--- src/rtl/dmem_arb_pkg.sv ---
// Shared types and helpers for the data-memory arbiter.
//   arb_state_e : transaction phase (idle, memory access, response)
//   NUM_PORTS   : number of requesters sharing the memory
//   be_to_mask  : expands one byte-enable bit into its 8-bit lane mask
package dmem_arb_pkg;

    typedef enum logic [1:0] {
        StIdle   = 2'd0,
        StAccess = 2'd1,
        StResp   = 2'd2
    } arb_state_e;

    localparam int unsigned NUM_PORTS = 2;

    function automatic logic [7:0] be_to_mask(input logic be_bit);
        return {8{be_bit}};
    endfunction

endpackage

--- src/rtl/dmem_rr_pick.sv ---
// Two-way request picker.
//   req         : per-port request
//   last        : index of the port granted most recently
//   en          : picker may grant this cycle
//   gnt         : onehot0 grant
// With ROUND_ROBIN set, a tie goes to the port that was not granted last;
// otherwise port 0 always wins a tie. A lone request is always granted.
module dmem_rr_pick #(
    parameter bit ROUND_ROBIN = 1'b1
) (
    input  logic [1:0] req,
    input  logic       last,
    input  logic       en,
    output logic [1:0] gnt
);

    always_comb begin
        gnt = 2'b00;
        if (en) begin
            if (req == 2'b11) begin
                gnt = (ROUND_ROBIN && !last) ? 2'b10 : 2'b01;
            end else begin
                gnt = req;
            end
        end
    end

endmodule

--- src/rtl/dmem_arbiter.sv ---
// Shares a single-port data memory between the pipeline (port 0) and the
// loader (port 1). One transaction every three cycles: grant, memory access,
// response. Byte-enable writes are merged read-modify-write in the access
// cycle, relying on the memory's combinational read.
//   clk, rst_n         : clock, asynchronous active-low reset
//   req/we/be/addr/wdata : per-port request and its fields, held until gnt
//   gnt                : one-cycle accept pulse (combinational)
//   rvalid, rdata      : one-cycle completion pulse and shared read data
//   mem_a/mem_wd/mem_we: memory address, write data, write enable
//   mem_rd             : memory read data
module dmem_arbiter
    import dmem_arb_pkg::*;
#(
    parameter int unsigned ADDRESS_WIDTH = 32,
    parameter int unsigned DATA_WIDTH    = 32,
    parameter int unsigned ROUND_ROBIN   = 1
) (
    input  logic                                      clk,
    input  logic                                      rst_n,
    input  logic [NUM_PORTS-1:0]                      req,
    input  logic [NUM_PORTS-1:0]                      we,
    input  logic [NUM_PORTS-1:0][DATA_WIDTH/8-1:0]    be,
    input  logic [NUM_PORTS-1:0][ADDRESS_WIDTH-1:0]   addr,
    input  logic [NUM_PORTS-1:0][DATA_WIDTH-1:0]      wdata,
    output logic [NUM_PORTS-1:0]                      gnt,
    output logic [NUM_PORTS-1:0]                      rvalid,
    output logic [DATA_WIDTH-1:0]                     rdata,
    output logic [ADDRESS_WIDTH-1:0]                  mem_a,
    output logic [DATA_WIDTH-1:0]                     mem_wd,
    output logic                                      mem_we,
    input  logic [DATA_WIDTH-1:0]                     mem_rd
);

    localparam int unsigned NumBytes = DATA_WIDTH / 8;

    arb_state_e               state_q;
    logic                     port_q;
    logic                     we_q;
    logic                     last_q;
    logic [NumBytes-1:0]      be_q;
    logic [ADDRESS_WIDTH-1:0] addr_q;
    logic [DATA_WIDTH-1:0]    wdata_q;
    logic [NUM_PORTS-1:0]     rvalid_q;
    logic [DATA_WIDTH-1:0]    rdata_q;
    logic [DATA_WIDTH-1:0]    byte_mask;
    logic                     pick_en;
    logic                     gnt_port;

    // Gating with rst_n keeps gnt low while reset is held, even with req high.
    assign pick_en  = (state_q == StIdle) && rst_n;
    assign gnt_port = gnt[1];

    dmem_rr_pick #(
        .ROUND_ROBIN(ROUND_ROBIN != 0)
    ) u_pick (
        .req (req),
        .last(last_q),
        .en  (pick_en),
        .gnt (gnt)
    );

    for (genvar i = 0; i < NumBytes; i++) begin : g_mask
        assign byte_mask[8*i +: 8] = be_to_mask(be_q[i]);
    end

    always_ff @(posedge clk or negedge rst_n) begin
        if (!rst_n) begin
            state_q  <= StIdle;
            port_q   <= 1'b0;
            we_q     <= 1'b0;
            be_q     <= '0;
            addr_q   <= '0;
            wdata_q  <= '0;
            last_q   <= 1'b1;  // port 0 wins the first tie
            rvalid_q <= '0;
            rdata_q  <= '0;
        end else begin
            rvalid_q <= '0;
            case (state_q)
                StIdle: begin
                    if (|gnt) begin
                        port_q  <= gnt_port;
                        we_q    <= we[gnt_port];
                        be_q    <= be[gnt_port];
                        addr_q  <= addr[gnt_port];
                        wdata_q <= wdata[gnt_port];
                        last_q  <= gnt_port;
                        state_q <= StAccess;
                    end
                end
                StAccess: begin
                    // Captures the pre-write word for writes.
                    rdata_q          <= mem_rd;
                    rvalid_q[port_q] <= 1'b1;
                    state_q          <= StResp;
                end
                StResp:  state_q <= StIdle;
                default: state_q <= StIdle;
            endcase
        end
    end

    // Memory side is combinational from state so a reset mid-access kills
    // mem_we immediately.
    always_comb begin
        mem_a  = '0;
        mem_wd = '0;
        mem_we = 1'b0;
        if (state_q == StAccess) begin
            mem_a = addr_q;
            if (we_q) begin
                mem_wd = (mem_rd & ~byte_mask) | (wdata_q & byte_mask);
                mem_we = |be_q;
            end
        end
    end

    assign rvalid = rvalid_q;
    assign rdata  = rdata_q;

endmodule

--- config.mk ---
export PLATFORM = sky130hd
export DESIGN_NAME = dmem_arbiter
export DESIGN_NICKNAME = d
export VERILOG_FILES = /design/src/rtl/dmem_arb_pkg.sv /design/src/rtl/dmem_rr_pick.sv /design/src/rtl/dmem_arbiter.sv
export SDC_FILE = /design/constraint.sdc
export NUM_CORES = 1
export LEC_CHECK = 0
export BUFFER_PORTS_ARGS = -buffer_cell sky130_fd_sc_hd__buf_2
export CORE_UTILIZATION = 30
export CTS_BUF_LIST = sky130_fd_sc_hd__clkbuf_16
export DETAILED_ROUTE_END_ITERATION = 10
export GPL_ROUTABILITY_DRIVEN = 0
export PLACE_DENSITY = 0.59
export SLEW_MARGIN = 20
export SYNTH_ARGS = -nofsm -noshare
export SYNTH_HDL_FRONTEND = slang
export SYNTH_HIERARCHICAL = 1
export SYNTH_SLANG_ARGS = --single-unit
--- constraint.sdc ---
create_clock -name clk -period 2.3 [get_ports clk]
set_clock_uncertainty 0.2 [all_clocks]
set_input_delay 0.115 -clock clk [delete_from_list [all_inputs] [get_ports clk]]
set_output_delay 0.115 -clock clk [all_outputs]
set_load 0.01 [all_outputs]
# == After elaboration in Yosys (flattened, before gate mapping) ==
# Index checks and enable logic that the tools add are counted.
# op_classes
magnitude_cmp,3
n_eq_ne,3
muxes,21
bitwise,4
n_reduce_logical,6
# ops
cell,count
32-bit 2-to-1 mux,7
32-bit AND,2
32-bit inverter,1
32-bit bitwise OR,1
2-bit 2-to-1 mux,5
4-bit 2-to-1 mux,2
1-bit 2-to-1 mux,5
1-bit by 2-bit < comparator with 1-bit output (second input constant),2
2-bit one-hot mux with 2 select lines,1
4-bit OR reduction,1
2-bit by 1-bit equality test with 1-bit output (second input constant),1
2-bit equality test (second input constant),1
1-bit logical AND,2
2-bit logical NOT,1
2-bit by 1-bit != test with 1-bit output (second input constant),1
2-bit AND reduction,1
2-bit OR reduction,1
1-bit demux with 1-bit select,1
1-bit >= comparator (second input constant),1
# totals
regBits,107
in_bits,174
output_inout_bits,101
elab_cells,46

# == Depth between registers and ports, before layout ==
# logic_depth
ltp_word,6
mapped_depth,9
depth_no_buf,6

# == Hierarchy ==
# The synthesis kept the hierarchy.
# by_module_without_submodules
module,instances,cells_per_inst,area_each_um2,seq_area_each_um2
dmem_arbiter,1,416,5835.6,2678.8
dmem_rr_pick,1,5,21.3,0.0

# == Worst setup path before layout ==
# OpenSTA, ideal clock, no wires.
# synth_timing
path_type,register to register
from,reg state_q[0]
to,reg addr_q[10]
setup_time_ns,0.125
t_arrival_ns,1.960
required_time_ns,1.975
slack_ns,0.015
path_stages_with_launch,9
path_buffers,2
period_less_slack_ns,2.285
path_cell_list,dfrtp_1 -> nor2_2 -> and2_1 -> nand2_1 -> a21oi_1 -> buf_6 -> buf_2 -> mux2_2 -> mux2_4
# synth_between
elab_chain_len,5
word_cells_on_any_way,7
cone_classes,mux: 3; reduce/logical: 4
# synth_lines
element,line_no,rtl
from (decl),dmem_arbiter.sv:36,arb_state_e state_q;
from (signal assigned),dmem_arbiter.sv:68,state_q <= StIdle;
from (signal assigned),dmem_arbiter.sv:88,state_q <= StAccess;
from (signal assigned),dmem_arbiter.sv:95,state_q <= StResp;
2-bit logical NOT (*),dmem_arbiter.sv:50,assign pick_en = (state_q == StIdle) && rst_n;
1-bit logical AND (*),dmem_arbiter.sv:50,
net pick_en,dmem_arbiter.sv:46,logic pick_en;
2-bit 2-to-1 mux (*),dmem_rr_pick.sv:19,if (en) begin
net gnt[1],dmem_arbiter.sv:25,"output logic [NUM_PORTS-1:0] gnt,"
32-bit 2-to-1 mux (not written as such) / 2-bit OR reduction (equally long branches),"dmem_arbiter.sv:85, dmem_arbiter.sv:81",
32-bit 2-to-1 mux (not written as such) / 2-bit AND reduction (equally long branches),-,
to (signal assigned),dmem_arbiter.sv:85,addr_q <= addr[gnt_port];
to (decl),dmem_arbiter.sv:41,logic [ADDRESS_WIDTH-1:0] addr_q;
# The timed path passes the listed nets; every way through them passes the cells marked *. The select of a mux whose other input is x is not followed.
# A chain may end at the register's enable or synchronous reset.

# == Worst setup path after layout ==
# layout_timing
from,reg state_q[1]
to,reg addr_q[14]
# layout_between
elab_chain_len,5
word_cells_on_any_way,7
cone_classes,mux: 3; reduce/logical: 4
# layout_lines
element,line_no
2-bit logical NOT (*),dmem_arbiter.sv:50
1-bit logical AND (*),dmem_arbiter.sv:50
net pick_en,dmem_arbiter.sv:46
2-bit 2-to-1 mux (*),dmem_rr_pick.sv:19
32-bit 2-to-1 mux (not written as such) / 2-bit OR reduction (equally long branches),"dmem_arbiter.sv:85, dmem_arbiter.sv:81"
32-bit 2-to-1 mux (not written as such) / 2-bit AND reduction (equally long branches),-
# Marked as above.

==> out/summary.md <==
Run status
* result of the run: finished, final reports clean

GRT
* total global-route track usage: 0.178
* initial antenna violation count: 0
* first-pass GRT wire length: 27600 um
* pin count of the biggest net entering global routing: 55
* number of global-route vias before repair: 5377
* remaining global-route overflow: 0

Placement
* placed cell count: 939
* dpl ws: 123 ps
* Final HPWL DP: 10600 um
* number of buffers inserted by port buffering: 274
* placed inst area: 7500 um2

Yosys
* arithmetic-cell share of the synthesized area counting full adders, half adders and majority gates: 0
* basic-gate share of the synthesized area counting and, or, nand and nor cells: 0.0647
* Synth Area in Compound Gates: 0.00598
* main combinational cell family by area after synthesis: multiplexers
* xor/xnor share of the synthesized area: 0
* number of storage elements in the synthesis netlist: 107
* sequential-to-total area share from yosys stat: 0.457
* library cell with the largest summed area after synthesis: sky130_fd_sc_hd__dfrtp_1
* count of different cell masters after synthesis: 22
* synth top area cells: sky130_fd_sc_hd__dfrtp_1, sky130_fd_sc_hd__mux2_2, sky130_fd_sc_hd__mux2_4
* Mapped Nets: 595
* mux share of post-synthesis cell area: 0.426
* Syn Inst Count: 421
* Yosys warning count: 6
* Post-Synthesis Cell Area: 5860 um2
* mean cell area of the mapped netlist: 13.9 um2
* Synth top area share: 0.453

CTS
* CTS clock-pin slew for the worst setup and hold paths: 80 ps
* # resized after CTS: 0
* total clock buffers created by CTS: 9
* clock latency reported for the late side of the worst-skew pair: 350 ps
* total clock sinks: 107
* TritonCTS clock tree: built
* root buffer cell: sky130_fd_sc_hd__clkbuf_16
* post-CTS setup repair buffer count: 0
* Max Root-Sink Buffers: 2
* CTS Hold Bufs: 172
* htree depth: 3

STA
* final-report setup violation count: 0
* slew margin rel.: 0.529
* unrepaired setup endpoints after global routing: no
* Highest Clock Rate: 456 MHz
* final worst-path cycle share: 0.953
* setup total negative slack: 0 ps
* endpoints failing hold: 0
* final slew viol count: 0
* shortest period the worst path allows: 2190 ps
* measured slew at the worst slew-check pin: 706 ps
* minimum setup slack in the final design: 107 ps

Cells and area
* post-route standard cell area excluding fillers: 9500 um2
* Non-Filler Instances: 1127
* Final nets: 1036
* final antenna diode count: 0
* synthesis-to-layout area growth: 62.1%
* layout cells sized above 1: 0.552
* Layout fillers: 1634

Detailed routing
* post-detailed-routing wire length: 18000 um
* DR vias/cell: 4.38
* average wire length per cell after detail routing: 15.9 um
* post-route ant nets: 0
* vias: 4939
* number of detailed-routing iterations run before antenna repair: 4
* DRC: 0
* number of DRC violations after detailed-routing iteration 0: 129

Floorplanning
* num ports: 275
* count of standard-cell rows: 50
* height of the chip: 142 um
* area of the die: 20100 um2
* Die X: 142 um
* effective utilization at floorplan: 0.310
* Core Box Area: 18900 um2

Pwr
* Gate power share: 0.502
* part of the power in the clock network: 0.144
* power consumption: 10.0 mW
* sequential power share: 0.354
* switching share of power: 0.336
* worst ir drop on vdd: 0.407 mV
* power density cells: 1060 nW/um2
* internal power: 6.66 mW
* power dissipated by switching net loads: 3.37 mW
* Static Leakage: 4.64 nW

Hold path
* class of the most critical hold timing path: input port to flop

Worst setup path
* WP data required: 2330 ps
* startpoint types: flop
* Max FO, Critical Path: 27
* crit path capture type: flop
* critical path data arrival time: 2220 ps
* CP Class: flop to flop

Job
* max cap viols: 0

## flip-flops by register name (all words and copies together), names as in the netlist
register,count
state_q,2
we_q,1
rvalid,2
addr_q,32
port_q,1
rdata,32
be_q,4
last_q,1
wdata_q,32
## critical path, stage by stage (launching register included)
cell                      delay, ps
sky130_fd_sc_hd__dfrtp_1        420
sky130_fd_sc_hd__nor2_2         100
sky130_fd_sc_hd__and2_1         150
sky130_fd_sc_hd__nand2_1         80
sky130_fd_sc_hd__a21oi_4        120
sky130_fd_sc_hd__buf_4          160
sky130_fd_sc_hd__buf_12         190
sky130_fd_sc_hd__mux2_2         360
sky130_fd_sc_hd__mux2_4         270
## layer usage
layer / share of wire / vias up / global-route usage
met1: 0.42 / 2384 / 0.204
met3: 0.055 / 23 / 0.0378
met4: 0.016 / 0 / 0.0651
met5: 0 / - / 0
met2: 0.50 / 183 / 0.324
li1: - / 2349 / -
## metrics by stage
stage,util,hold WS (ps)
floorplan,-,-381
global placement,0.397,119
detailed placement,0.397,118
CTS,0.503,21.3
global route,0.503,57.4
finish,0.503,37.5
## synthesized netlist by cell type, drive strengths merged
library cell and count:
o21a 1, mux2i 32, mux2 170, inv 1
a22o 2, nor2b 2, nor4 1, nand2 4
buf 26, dfrtp 106, and2 34, a21oi 2
nor2 34, clkbuf 5, dfstp 1
## cell usage in the layout, fill, tap and decap left out
| master | count |
|---|---|
| sky130_fd_sc_hd__clkinvlp_4 | 2 |
| sky130_fd_sc_hd__nor4_1 | 1 |
| sky130_fd_sc_hd__clkbuf_16 | 9 |
| sky130_fd_sc_hd__nor2_1 | 33 |
| sky130_fd_sc_hd__mux2_2 | 101 |
| sky130_fd_sc_hd__a21oi_4 | 1 |
| sky130_fd_sc_hd__dfstp_2 | 1 |
| sky130_fd_sc_hd__nor2b_4 | 1 |
| sky130_fd_sc_hd__dfrtp_1 | 106 |
| sky130_fd_sc_hd__a21oi_1 | 1 |
| sky130_fd_sc_hd__and2_1 | 34 |
| sky130_fd_sc_hd__dlygate4sd3_1 | 172 |
| sky130_fd_sc_hd__o21a_4 | 1 |
| sky130_fd_sc_hd__a22o_1 | 2 |
| sky130_fd_sc_hd__nand2_1 | 3 |
| sky130_fd_sc_hd__inv_6 | 1 |
| sky130_fd_sc_hd__buf_4 | 10 |
| sky130_fd_sc_hd__mux2_4 | 69 |
| sky130_fd_sc_hd__inv_1 | 2 |
| sky130_fd_sc_hd__nand2_2 | 1 |
| sky130_fd_sc_hd__clkinv_4 | 1 |
| sky130_fd_sc_hd__mux2i_1 | 32 |
| sky130_fd_sc_hd__nor2b_1 | 1 |
| sky130_fd_sc_hd__clkinv_1 | 1 |
| sky130_fd_sc_hd__buf_2 | 273 |
| sky130_fd_sc_hd__buf_12 | 6 |
| sky130_fd_sc_hd__clkinv_2 | 1 |
| sky130_fd_sc_hd__nor2_2 | 1 |
## power groups by stage
stage | clock [mW] | sequential, mW | combinational [mW]
5_1_grt | 1.58 | 3.70 | 5.38
3_3_place_gp | 0 | 3.57 | 4.76
6_report | 1.45 | 3.55 | 5.03
4_1_cts | 1.51 | 3.56 | 5.06
3_5_place_dp | 0 | 3.56 | 4.82
2_1_floorplan | 0 | 3.41 | 3.63
## cells by family after synthesis
family                 Yosys count
buffers and inverters           32
muxes                          202
DFF                            107
and+or+nand+nor                 75
AOI/OAI and AO/OA                5
## final timing paths
path | from | endpoint | slack, ps | cells after the start
max | state_q[1]$_DFFE_PN0P_ | addr_q[14]$_DFFE_PN0P_ | 110 | 8
min | req[0] | last_q$_DFFE_PN1P_ | 40 | 5
max reg2reg | state_q[1]$_DFFE_PN0P_ | addr_q[14]$_DFFE_PN0P_ | 110 | 8
min reg2reg | port_q$_DFFE_PN0P_ | rvalid[0]$_DFF_PN0_ | 240 | 1
max in group asynchronous | rst_n | rdata[27]$_DFFE_PN0P_ | 430 | 4
min in group asynchronous | rst_n | rvalid[0]$_DFF_PN0_ | 300 | 3
## area by class of cell
class / count / area, um2 / area share
repair buffers: 461 / 3280 / 0.346
well taps: 260 / 325 / 0.0343
flip-flops and latches: 107 / 2680 / 0.282
inverters: 1 / 3.75 / 0.000395
multi-input cells: 282 / 2930 / 0.309
clock buffers: 9 / 225 / 0.0237
clock inverters: 7 / 45.0 / 0.00474
Power figures use the tool's default switching activity.
